===== src/rtl/mux16_rr_arbiter.sv =====
// Round-robin arbiter driving the select, one-hot grant and valid of a shared 16:1 mux.
// Optional feature macro MUX16_ARB_LOCK_EN: adds a lock input that holds a grant past BURST.
module mux16_rr_arbiter #(
    parameter int BURST = 4,
    parameter int CNT_W = 4
) (
    input  logic        clk,
    input  logic        rst,
    input  logic [15:0] req,
`ifdef MUX16_ARB_LOCK_EN
    input  logic        lock,
`endif
    output logic [3:0]  S16,
    output logic [15:0] gnt,
    output logic        valid
);

    typedef enum logic {
        IDLE  = 1'b0,
        GRANT = 1'b1
    } state_t;

    localparam logic [CNT_W-1:0] CNT_LAST = CNT_W'(BURST - 1);

    state_t           state_q, state_d;
    logic [3:0]       ptr_q, ptr_d;
    logic [CNT_W-1:0] cnt_q, cnt_d;
    logic [3:0]       s16_q, s16_d;
    logic [15:0]      gnt_q, gnt_d;
    logic             valid_q, valid_d;

    logic [3:0]       winner;
    logic             any_req;
    logic             burst_done;
    logic             release_grant;

    // First requester at or after ptr, wrapping modulo 16.
    always_comb begin
        winner  = ptr_q;
        any_req = 1'b0;
        for (int i = 0; i < 16; i++) begin
            if (!any_req && req[ptr_q + 4'(i)]) begin
                winner  = ptr_q + 4'(i);
                any_req = 1'b1;
            end
        end
    end

`ifdef MUX16_ARB_LOCK_EN
    assign burst_done = (cnt_q == CNT_LAST) && !lock;
`else
    assign burst_done = (cnt_q == CNT_LAST);
`endif

    assign release_grant = !req[s16_q] || burst_done;

    always_ff @(posedge clk) begin
        if (rst) begin
            state_q <= IDLE;
            ptr_q   <= 4'd0;
            cnt_q   <= '0;
            s16_q   <= 4'd0;
            gnt_q   <= 16'h0000;
            valid_q <= 1'b0;
        end else begin
            state_q <= state_d;
            ptr_q   <= ptr_d;
            cnt_q   <= cnt_d;
            s16_q   <= s16_d;
            gnt_q   <= gnt_d;
            valid_q <= valid_d;
        end
    end

    always_comb begin
        state_d = state_q;
        case (state_q)
            IDLE:    if (any_req) state_d = GRANT;
            GRANT:   if (release_grant) state_d = IDLE;
            default: state_d = IDLE;
        endcase
    end

    // Every release passes through IDLE for one cycle so the mux select settles.
    always_comb begin
        ptr_d   = ptr_q;
        cnt_d   = cnt_q;
        s16_d   = s16_q;
        gnt_d   = gnt_q;
        valid_d = valid_q;
        case (state_q)
            IDLE: begin
                gnt_d   = 16'h0000;
                valid_d = 1'b0;
                if (any_req) begin
                    s16_d   = winner;
                    gnt_d   = 16'h0001 << winner;
                    valid_d = 1'b1;
                    cnt_d   = '0;
                end
            end
            GRANT: begin
                if (release_grant) begin
                    gnt_d   = 16'h0000;
                    valid_d = 1'b0;
                    ptr_d   = s16_q + 4'd1;
                    cnt_d   = '0;
                end else if (cnt_q != CNT_LAST) begin
                    cnt_d = cnt_q + 1'b1;
                end
            end
            default: begin
                gnt_d   = 16'h0000;
                valid_d = 1'b0;
                cnt_d   = '0;
            end
        endcase
    end

    assign S16   = s16_q;
    assign gnt   = gnt_q;
    assign valid = valid_q;

endmodule


===== config.mk =====
export PLATFORM = sky130hd
export DESIGN_NAME = mux16_rr_arbiter
export DESIGN_NICKNAME = d
export VERILOG_FILES = /design/src/rtl/mux16_rr_arbiter.sv
export SDC_FILE = /design/constraint.sdc
export NUM_CORES = 1
export LEC_CHECK = 0
export BUFFER_PORTS_ARGS = -buffer_cell sky130_fd_sc_hd__buf_2
export CAP_MARGIN = 0
export CORE_UTILIZATION = 55
export CTS_CLUSTER_SIZE = 16
export DETAILED_ROUTE_END_ITERATION = 8
export PLACE_DENSITY = 0.75
export SETUP_SLACK_MARGIN = 0.05
export SYNTH_ARGS = -nofsm -noshare
export SYNTH_HDL_FRONTEND = slang
export SYNTH_SLANG_ARGS = --single-unit

===== constraint.sdc =====
create_clock -name clk -period 5 [get_ports clk]
set_input_delay 0.75 -clock clk [delete_from_list [all_inputs] [get_ports clk]]
set_output_delay 0.75 -clock clk [all_outputs]
set_load 0.005 [all_outputs]

==> key figures, run 1 <==
Timing
  – Slew margin rel.: 29.8%
  – Fin. Hold Viols: 0
  – Setup TNS Final: 0 ns
  – Final setup viols: 0
  – Highest Clock Rate: 223 MHz
  – Crit share post-route: 89.7%
  – RSZ-0062 raised after global routing: no
  – Fin. max-slew vios: 0
  – Hold_ws: 0.448 ns
  – Worst-Margin Slew: 1.05 ns
  – Min Clock Period, post-route: 4.48 ns
  – Final setup margin: 0.517 ns
  – Final setup skew: 0.00350 ns

Clock network
  – Hold_buf cts: 0
  – Clk Tree Root Cell: clkbuf_8
  – Post-CTS setup buffers: 0
  – CTS Sinks: 30
  – Clk buf depth: 2
  – H-tree depth: 2
  – Clock latency on the worst-skew pair: 0.28 ns
  – CTS buffer count: 5
  – CTS tree: done
  – Resize count post-CTS: 0
  – Clock transition at the registers of the reported paths: 0.06 ns

Synth
  – Area leader, netlist: mux4_2
  – Synthesized net count: 429
  – Library cells used by synthesis: 75
  – Ys Warns: 0
  – EDFF count, synth: 0
  – Synth Cell Area: 3940 um^2
  – Post-synthesis register bit count: 30
  – Ys async rst share: 0%
  – Avg Cell Area, Syn: 9.79 um^2
  – Mapped Cells: 402
  – Area contributors post-synth: mux4_2, dfxtp_1, mux4_1, mux2_2, nand2_1
  – Sequential fraction of the synthesis area: 15.3%
  – Synth top area share: 17.7%
  – Synth Flop Type: dfxtp_1

Placement
  – Port Buf Inserts: 38
  – Dpl hpwl: 7940 um
  – Pre-CTS setup slack: 0.547 ns
  – GP Congestion: 0.933

Detailed routing
  – Iteration-0 DRC Markers: 356
  – Drt wl/cell: 20.5 um
  – Via count: 3,664
  – Vias per cell: 6.97
  – Routed Wire Length: 10,800 um
  – Drt drc: 0
  – 1st-pass router iterations: 5
  – Antenna-violating nets left: 0

Layout
  – Final Net Count: 456
  – Share of layout cells above drive strength 1: 29.1%
  – # diodes: 0
  – Final-layout fill cell count: 599
  – Area Growth Syn to Fin: 6.17%

Power
  – Reg power frac: 13.5%
  – Clk network pwr share: 7.2%
  – IR drop worst, VDD: 0.405 mV
  – Switching share of power: 52.7%
  – Pint: 1.31 mW
  – Net Sw Power: 1.45 mW
  – Pwr/cell area: 660 nW/um^2
  – Leakage: 1.51 nW
  – Combinational Power Share: 79.2%

Die
  – Initial core utilization: 57.3%
  – # IOs: 39
  – Area of the die: 7500 um^2
  – Die Ht: 86.6 um
  – Core box area: 6870 um^2
  – Row Count: 30
  – Die W: 86.6 um

Global route
  – First-pass GRT wire length: 17,500 um
  – Overflow after GRT: 0
  – Largest net degree at the start of global routing: 32
  – Antenna violations before repair: 0
  – Vias in the first global route: 3,392
  – Total track usage: 30.1%

Critical path
  – R2r setup slk: 0.52 ns
  – Slowest CP cell: nor4_1
  – CP top delay family: simple AND/OR/NAND/NOR gates
  – FF-to-FF Start: ptr_q[1]
  – Critical path required time: 5.21 ns
  – CP bufs+invs: 2
  – Setup crit start kind: register
  – Crit. End Element: register
  – Worst R2R Path Depth: 10
  – Reg-to-reg endpoint: cnt_q[2]
  – Critical path arrival: 4.69 ns
  – WS Path Type: register to register
  – Critical Path Max Stage Delay: 0.79 ns
  – Critical path fanouts, max: 13
  – CP cell instances: inv_1, buf_4, ha_1, mux4_1, mux4_2, nor4b_1, nand3_1, nor4_1, o21ai_0, a21oi_1

Hold path
  – Hold Crit Depth: 2
  – Hold WC Path Type: register to register
  – Hold Startpoint: gnt[15]
  – Hold Path End: gnt[15]

Run status
  – Status: complete, no violations

Job
  – Max-cap violations: 0
-- worst max path at each step --
stage          endpoint  slack, ns      from  cells past startpoint
4_1_cts        cnt_q[2]       0.54  ptr_q[1]                     10
3_5_place_dp   cnt_q[2]       0.55  ptr_q[1]                     10
6_report       cnt_q[2]       0.52  ptr_q[1]                     10
3_3_place_gp     gnt[0]       0.63  ptr_q[1]                     12
2_1_floorplan    gnt[4]       0.50  ptr_q[1]                     15
5_1_grt          gnt[6]       0.17  ptr_q[1]                     12
-- Yosys cell counts (3+ instances only) --
library cell / n
a211oi_1: 6
a21oi_1: 19
a221oi_1: 3
a22oi_1: 3
a31oi_1: 6
and2_1: 4
buf_2: 6
buf_6: 8
clkbuf_1: 5
clkbuf_8: 4
dfxtp_1: 30
ha_1: 9
inv_1: 9
mux2_1: 4
mux2_2: 19
mux2i_1: 15
mux4_1: 11
mux4_2: 31
nand2_1: 43
nand2b_1: 5
nand3_1: 4
nand3b_1: 4
nor2_1: 37
nor3_1: 5
o211ai_1: 4
o21ai_0: 14
o21bai_1: 3
o31ai_1: 17
or3_1: 3
xnor2_1: 7
xor2_1: 5
-- cell type report --
cell class	instances	area [um^2]	area share, %
well taps	96	120	2.88
clock inverters	1	5.00	0.120
repair buffers	44	235	5.63
inverters	11	42.5	1.02
clock buffers	7	86.3	2.07
flip-flops and latches	30	601	14.4
multi-input cells	337	3090	73.9
-- power groups by stage --
stage	combinational [mW]	clock (mW)	sequential, mW
after floorplan	1.75	0	0.349
after global placement	2.09	0	0.375
after detailed placement	2.12	0	0.379
after CTS	2.13	0.202	0.374
after global routing	2.35	0.213	0.383
final	2.18	0.199	0.374
-- cells by family (layout without fill, tap and decap cells) --
family / Yosys count / count (layout) / share of synthesized area (%)
buffers and inverters: 35 / 63 / 6.26
AND/OR/NAND/NOR: 121 / 121 / 14.7
AO/OA/AOI/OAI: 110 / 110 / 20.6
XOR/XNOR: 14 / 14 / 3.50
flip-flops: 30 / 30 / 15.3
multiplexers: 83 / 83 / 36.8
adder cells (fa/ha/maj): 9 / 9 / 2.86
-- through the flow --
step / total power [mW] / instances / util (%) / instance area, um^2
final: 2.76 / 526 / 60.8 / 4180
after global routing: 2.94 / 526 / 60.8 / 4180
after CTS: 2.71 / 526 / 60.8 / 4180
after detailed placement: 2.50 / 518 / 59.5 / 4090
after global placement: 2.46 / 518 / 59.5 / 4090
after floorplan: 2.10 / 402 / - / 3940
-- worst reg2reg max path, delay by kind of cell, from the launching register on --
kind | cells | cell delay [ns]
adders and majority gates | 1 | 0.64
DFF | 1 | 0.33
AOI/OAI and AO/OA | 2 | 0.38
muxes | 2 | 1.33
buffers and inverters | 2 | 0.21
and+or+nand+nor | 3 | 1.52
-- state kept, by name (all words and copies together) (netlist names) --
register and flops:
gnt 16, S16 4, cnt_q 4, ptr_q 4, state_q 1, valid 1
-- cell usage in the layout (no fill, tap or decap), types with 5 or more instances in the layout --
master    count
xor2_1        5
mux4_1       11
a21oi_1      19
xnor2_1       7
buf_4         6
mux2_2       19
clkbuf_8      6
mux4_2       31
ha_1          9
nand2_1      43
nand2b_1      5
nor3_1        5
a211oi_1      6
inv_1         9
a31oi_1       6
mux2i_1      15
dfxtp_1      30
o31ai_1      17
nor2_1       37
buf_2        38
o21ai_0      14
-- routing by layer --
| metal | vias up | part of all wire, % | wire [um] | track usage (%) |
|---|---|---|---|---|
| met4 | 0 | 2.3 | 251 | 8.94 |
| met5 | - | 0 | 0 | 0 |
| li1 | 1661 | - | - | - |
| met2 | 227 | 48 | 5130 | 47.7 |
| met3 | 29 | 9.3 | 1000 | 4.19 |
| met1 | 1747 | 41 | 4390 | 42.9 |
No activity file was read; power rests on OpenSTA's default activity.
==> run 2, diff against run 1 <==
--- a/config.mk
+++ b/config.mk
@@ -10,7 +10,7 @@
 export CORE_UTILIZATION = 55
 export CTS_CLUSTER_SIZE = 16
 export DETAILED_ROUTE_END_ITERATION = 8
-export PLACE_DENSITY = 0.75
+export PLACE_DENSITY_LB_ADDON = 0.15
 export SETUP_SLACK_MARGIN = 0.05
 export SYNTH_ARGS = -nofsm -noshare
 export SYNTH_HDL_FRONTEND = slang
==> run 2 against run 1 <==
Compared with the run above: die area unchanged; highest routed layer unchanged; global-route usage increased by 0.67 points; clock-buffer cell count unchanged; core utilization decreased by 0.11 points; clock skew increased by 0.00059 ns; clock power increased by 2%; routed wire length increased by 5.0%; worst setup slack got worse by 0.11 ns; worst hold slack improved by 0.0066 ns; combinational power about the same.
==> key figures, run 2 (synthesis gave the netlist of run 1 again) <==
Global route
  – Largest net degree at the start of global routing: 32
  – Met1 Usage GRT: 41.7%
  – Total track usage: 30.7%
  – Antenna violations before repair: 0
  – Overflow after GRT: 0
  – GR Layer Usage met3: 6.67%
  – Gr busiest metal: met2
  – Met2 Use GR: 49.0%
  – Vias in the first global route: 3,373
  – First-pass GRT wire length: 17,700 um

Layout
  – Area Growth Syn to Fin: 5.98%
  – Final Net Count: 455
  – Final-layout fill cell count: 611
  – Area of the multi-input gates: 3090 um^2
  – # diodes: 0
  – Seq. cell area: 601 um^2
  – Max FFs per register: 16
  – Commonest non-fill, non-tap cell in the layout: nand2_1
  – Share of layout cells above drive strength 1: 28.9%
  – Commonest non-fill, non-tap cells in the layout: nand2_1, buf_2, nor2_1, mux4_2, dfxtp_1

Power
  – Leakage: 1.50 nW
  – Pint: 1.30 mW
  – Pwr/cell area: 661 nW/um^2
  – Clk network pwr share: 7.4%
  – Reg power frac: 13.7%
  – Switching share of power: 52.7%
  – IR drop worst, VDD: 0.314 mV
  – Combinational Power Share: 79.0%
  – Net Sw Power: 1.45 mW

Timing
  – Final setup margin: 0.405 ns
  – Fin. max-slew vios: 0
  – Min Clock Period, post-route: 4.59 ns
  – Crit share post-route: 91.9%
  – RSZ-0062 raised after global routing: no
  – Final setup viols: 0
  – Worst-Margin Slew: 1.09 ns
  – Fin. Hold Viols: 0
  – Setup TNS Final: 0 ns
  – Slew margin rel.: 27.3%
  – Final setup skew: 0.00408 ns
  – Highest Clock Rate: 218 MHz

Placement
  – Pre-CTS setup slack: 0.530 ns
  – Port Buf Inserts: 38
  – Dpl hpwl: 8190 um
  – GP Congestion: 0.945

Detailed routing
  – Vias per cell: 7.02
  – Via count: 3,683
  – Antenna-violating nets left: 0
  – Routed Wire Length: 11,300 um
  – Iteration-0 DRC Markers: 324
  – Drt wl/cell: 21.6 um
  – 1st-pass router iterations: 5
  – Drt drc: 0

Job
  – Max-cap violations: 0

Die
  – Core box area: 6870 um^2
  – Die W: 86.6 um
  – # IOs: 39
  – Initial core utilization: 57.3%
  – Area of the die: 7500 um^2
  – Die Ht: 86.6 um
  – Row Count: 30

Clock network
  – Clock transition at the registers of the reported paths: 0.06 ns
  – Clock latency on the worst-skew pair: 0.28 ns
  – Resize count post-CTS: 0
  – Clk buf depth: 2
  – Hold_buf cts: 0
  – Clk Tree Root Cell: clkbuf_8
  – CTS tree: done
  – Post-CTS setup buffers: 0
  – CTS Sinks: 30
  – H-tree depth: 2
  – CTS buffer count: 5

Critical path
  – CP bufs+invs: 2
  – Setup crit start kind: register
  – WS Path Type: register to register
  – Critical path required time: 5.18 ns
  – Slowest CP cell: mux4_1
  – CP cell instances: inv_1, buf_4, ha_1, mux4_1, mux4_2, nor4b_1, nand3_1, a2111oi_1, a31oi_2, o31ai_1
  – Crit. End Element: register
  – Critical path arrival: 4.77 ns
  – Critical Path Max Stage Delay: 0.72 ns
  – CP top delay family: multiplexers
  – Critical path fanouts, max: 13

Hold path
  – Hold WC Path Type: register to register

Run status
  – Status: complete, no violations
==> run 2: cell types whose count changed in the layout (fill, tap and decap cells not counted), sizes merged <==
cell	previous run	this run
buf	44	43
==> run 2: path summary, 6_finish.rpt <==
check / from / to / slack (ns) / cells past startpoint
max: ptr_q[1] / gnt[7] / 0.41 / 10
min: gnt[10] / gnt[10] / 0.45 / 2
max reg2reg: ptr_q[1] / gnt[7] / 0.41 / 10
min reg2reg: gnt[10] / gnt[10] / 0.45 / 2
==> run 2: per-stage QoR <==
stage / power [mW] / cell area [um^2] / utilization (%) / instances / hold slack, ns
finish: 2.76 / 4170 / 60.7 / 525 / 0.455
global route: 2.93 / 4170 / 60.7 / 525 / 0.483
CTS: 2.71 / 4170 / 60.7 / 525 / 0.455
detailed placement: 2.49 / 4080 / 59.4 / 517 / 0.436
global placement: 2.47 / 4080 / 59.4 / 517 / 0.433
floorplan: 2.10 / 3940 / - / 402 / 0.449
==> run 2: worst min-delay path, delay by kind of cell, from the launching register on <==
kind / cells / cell delay, ns
flops: 1 / 0.33
simple gates: 1 / 0.05
compound gates: 1 / 0.05
==> run 2: per-layer routing <==
layer  vias to the layer above  share of wire (%)  wire length (um)
met4                         0                3.1               354
met3                        33                7.8               879
met2                       192                 47              5260
met1                      1800                 43              4820
met5                         -                  0                 0
li1                       1658                  -                 -
==> run 2: cell type report <==
class / count / share of cell area, %
multi-input combinational: 337 / 74.0
sequential: 30 / 14.4
timing repair buffer: 43 / 5.46
tap: 96 / 2.88
clock buffer: 7 / 2.07
inverter: 11 / 1.02
clock inverter: 1 / 0.120
==> run 2: power by group through the flow <==
stage | clock [mW] | sequential [mW] | combinational (mW)
floorplan | 0 | 0.349 | 1.75
global placement | 0 | 0.378 | 2.09
detailed placement | 0 | 0.380 | 2.11
CTS | 0.208 | 0.375 | 2.13
global route | 0.219 | 0.385 | 2.33
finish | 0.203 | 0.377 | 2.18
==> run 3, diff against run 2 <==
--- a/config.mk
+++ b/config.mk
@@ -8,9 +8,11 @@
 export BUFFER_PORTS_ARGS = -buffer_cell sky130_fd_sc_hd__buf_2
 export CAP_MARGIN = 0
 export CORE_UTILIZATION = 55
+export CTS_BUF_LIST = sky130_fd_sc_hd__clkbuf_8
 export CTS_CLUSTER_SIZE = 16
 export DETAILED_ROUTE_END_ITERATION = 8
 export PLACE_DENSITY_LB_ADDON = 0.15
+export RECOVER_POWER = 25
 export SETUP_SLACK_MARGIN = 0.05
 export SYNTH_ARGS = -nofsm -noshare
 export SYNTH_HDL_FRONTEND = slang
==> run 3 against run 2 <==
Compared with the run above: final area about the same; combinational power about the same; maximum frequency increased by 0.77%; routed wire length decreased by 0.36%; highest routed layer unchanged.
==> key figures, run 3 (synthesis gave the netlist of run 1 again) <==
Run status
  – Status: complete, no violations

Critical path
  – FF-to-FF Start: ptr_q[1]
  – R2r setup slk: 0.44 ns
  – Critical path arrival: 4.71 ns
  – Setup crit start kind: register
  – Crit. End Element: register
  – Reg-to-reg endpoint: gnt[7]
  – Launch point of the worst path: ptr_q[1]
  – Critical path required time: 5.15 ns
  – Crit path to: gnt[7]
  – Critical path fanouts, max: 13
  – WS Path Type: register to register
  – Worst R2R Path Depth: 11

Detailed routing
  – Via count: 3,711
  – Drt drc: 0
  – Routed Wire Length: 11,300 um
  – Iteration-0 DRC Markers: 334
  – Antenna-violating nets left: 0
  – Vias per cell: 7.07
  – Drt wl/cell: 21.5 um
  – 1st-pass router iterations: 5

Clock network
  – Clk Tree Root Cell: clkbuf_8
  – H-tree depth: 2
  – Clock transition at the registers of the reported paths: 0.07 ns
  – Resize count post-CTS: 0
  – Post-CTS setup buffers: 0
  – CTS buffer count: 5
  – CTS Sinks: 30
  – Clock latency on the worst-skew pair: 0.29 ns
  – Clk buf depth: 2
  – CTS tree: done
  – Hold_buf cts: 0

Timing
  – RSZ-0062 raised after global routing: no
  – Highest Clock Rate: 219 MHz
  – Worst-Margin Slew: 1.10 ns
  – Final setup viols: 0
  – Setup TNS Final: 0 ns
  – Fin. max-slew vios: 0
  – Hold_ws: 0.456 ns
  – Slew margin rel.: 26.3%
  – Min Clock Period, post-route: 4.56 ns
  – Fin. Hold Viols: 0
  – Final setup skew: 0.00479 ns
  – Crit share post-route: 91.2%

Hold path
  – Hold WC Path Type: register to register
  – Hold Startpoint: gnt[0]

Power
  – Pwr/cell area: 661 nW/um^2
  – Switching share of power: 52.8%
  – Net Sw Power: 1.46 mW
  – IR drop worst, VDD: 0.315 mV
  – Reg power frac: 13.7%
  – Leakage: 1.49 nW
  – Clk network pwr share: 7.3%
  – Combinational Power Share: 79.0%
  – Pint: 1.30 mW

Layout
  – Share of layout cells above drive strength 1: 28.2%
  – # diodes: 0
  – Max FFs per register: 16
  – Cell area after layout: 4170 um^2
  – Final Net Count: 455
  – Area Growth Syn to Fin: 5.88%
  – Commonest non-fill, non-tap cell in the layout: nand2_1
  – Commonest non-fill, non-tap cells in the layout: nand2_1, nor2_1, buf_2, mux4_2, dfxtp_1

Die
  – Row Count: 30
  – Area of the die: 7500 um^2
  – Core box area: 6870 um^2
  – Die Ht: 86.6 um
  – Initial core utilization: 57.3%
  – Die W: 86.6 um
  – # IOs: 39

Placement
  – GP Congestion: 0.945
  – Dpl hpwl: 8190 um
  – Port Buf Inserts: 38
  – Placed inst area: 4080 um^2

Global route
  – Overflow after GRT: 0
  – Largest net degree at the start of global routing: 32
  – Total track usage: 30.7%
  – First-pass GRT wire length: 17,700 um
  – Vias in the first global route: 3,376
  – Antenna violations before repair: 0

Job
  – Max-cap violations: 0
-- run 3: changes by cell type in the layout (fill, tap and decap cells not counted), sizes merged --
cell	delta
buf	-3
clkbuf	+2
inv	+1
-- run 3: power groups by stage --
| stage | logic (mW) | registers (mW) | clock network (mW) |
|---|---|---|---|
| final | 2.18 | 0.377 | 0.202 |
| after global routing | 2.33 | 0.385 | 0.217 |
| after CTS | 2.13 | 0.375 | 0.206 |
| after detailed placement | 2.11 | 0.380 | 0 |
| after global placement | 2.09 | 0.378 | 0 |
| after floorplan | 1.75 | 0.349 | 0 |
-- run 3: per-stage QoR --
stage	total power, mW	cells	setup WS, ns	util (%)
final	2.76	525	0.441	60.7
after CTS	2.71	525	0.510	60.7
after detailed placement	2.49	517	0.530	59.4
after global placement	2.47	517	0.675	59.4
after global routing	2.93	525	0.184	60.7
after floorplan	2.10	402	0.499	-
-- run 3: layout make-up --
type	instances	area (um^2)
multi-input combinational	337	3090
fill	611	2700
sequential	30	601
timing repair buffer	43	224
tap	96	120
clock buffer	6	82.6
inverter	11	42.5
clock inverter	2	8.76
-- run 3: worst min-delay path by stage --
stage | end | slack [ns] | depth (start not counted)
finish | gnt[0] | 0.46 | 2
global route | valid | 0.48 | 2
CTS | gnt[8] | 0.46 | 2
detailed placement | gnt[12] | 0.44 | 2
global placement | gnt[7] | 0.43 | 2
floorplan | gnt[0] | 0.45 | 2
-- run 3: worst max-delay path: stages (launching register included) --
cell and delay [ns]:
dfxtp_1 0.33, inv_1 0.04, buf_4 0.17, ha_1 0.65, mux4_1 0.72, mux4_2 0.62
nor4b_1 0.43, nand3_1 0.30, o31ai_1 0.64, nor2_1 0.14, nand3b_1 0.25, o31ai_1 0.12
-- run 3: per-layer routing --
metal	vias up	GRT usage (%)	routed length, um
met5	-	0	0
met4	0	10.3	380
met3	38	6.67	871
met2	214	49.0	5220
met1	1799	41.7	4800
li1	1660	-	-
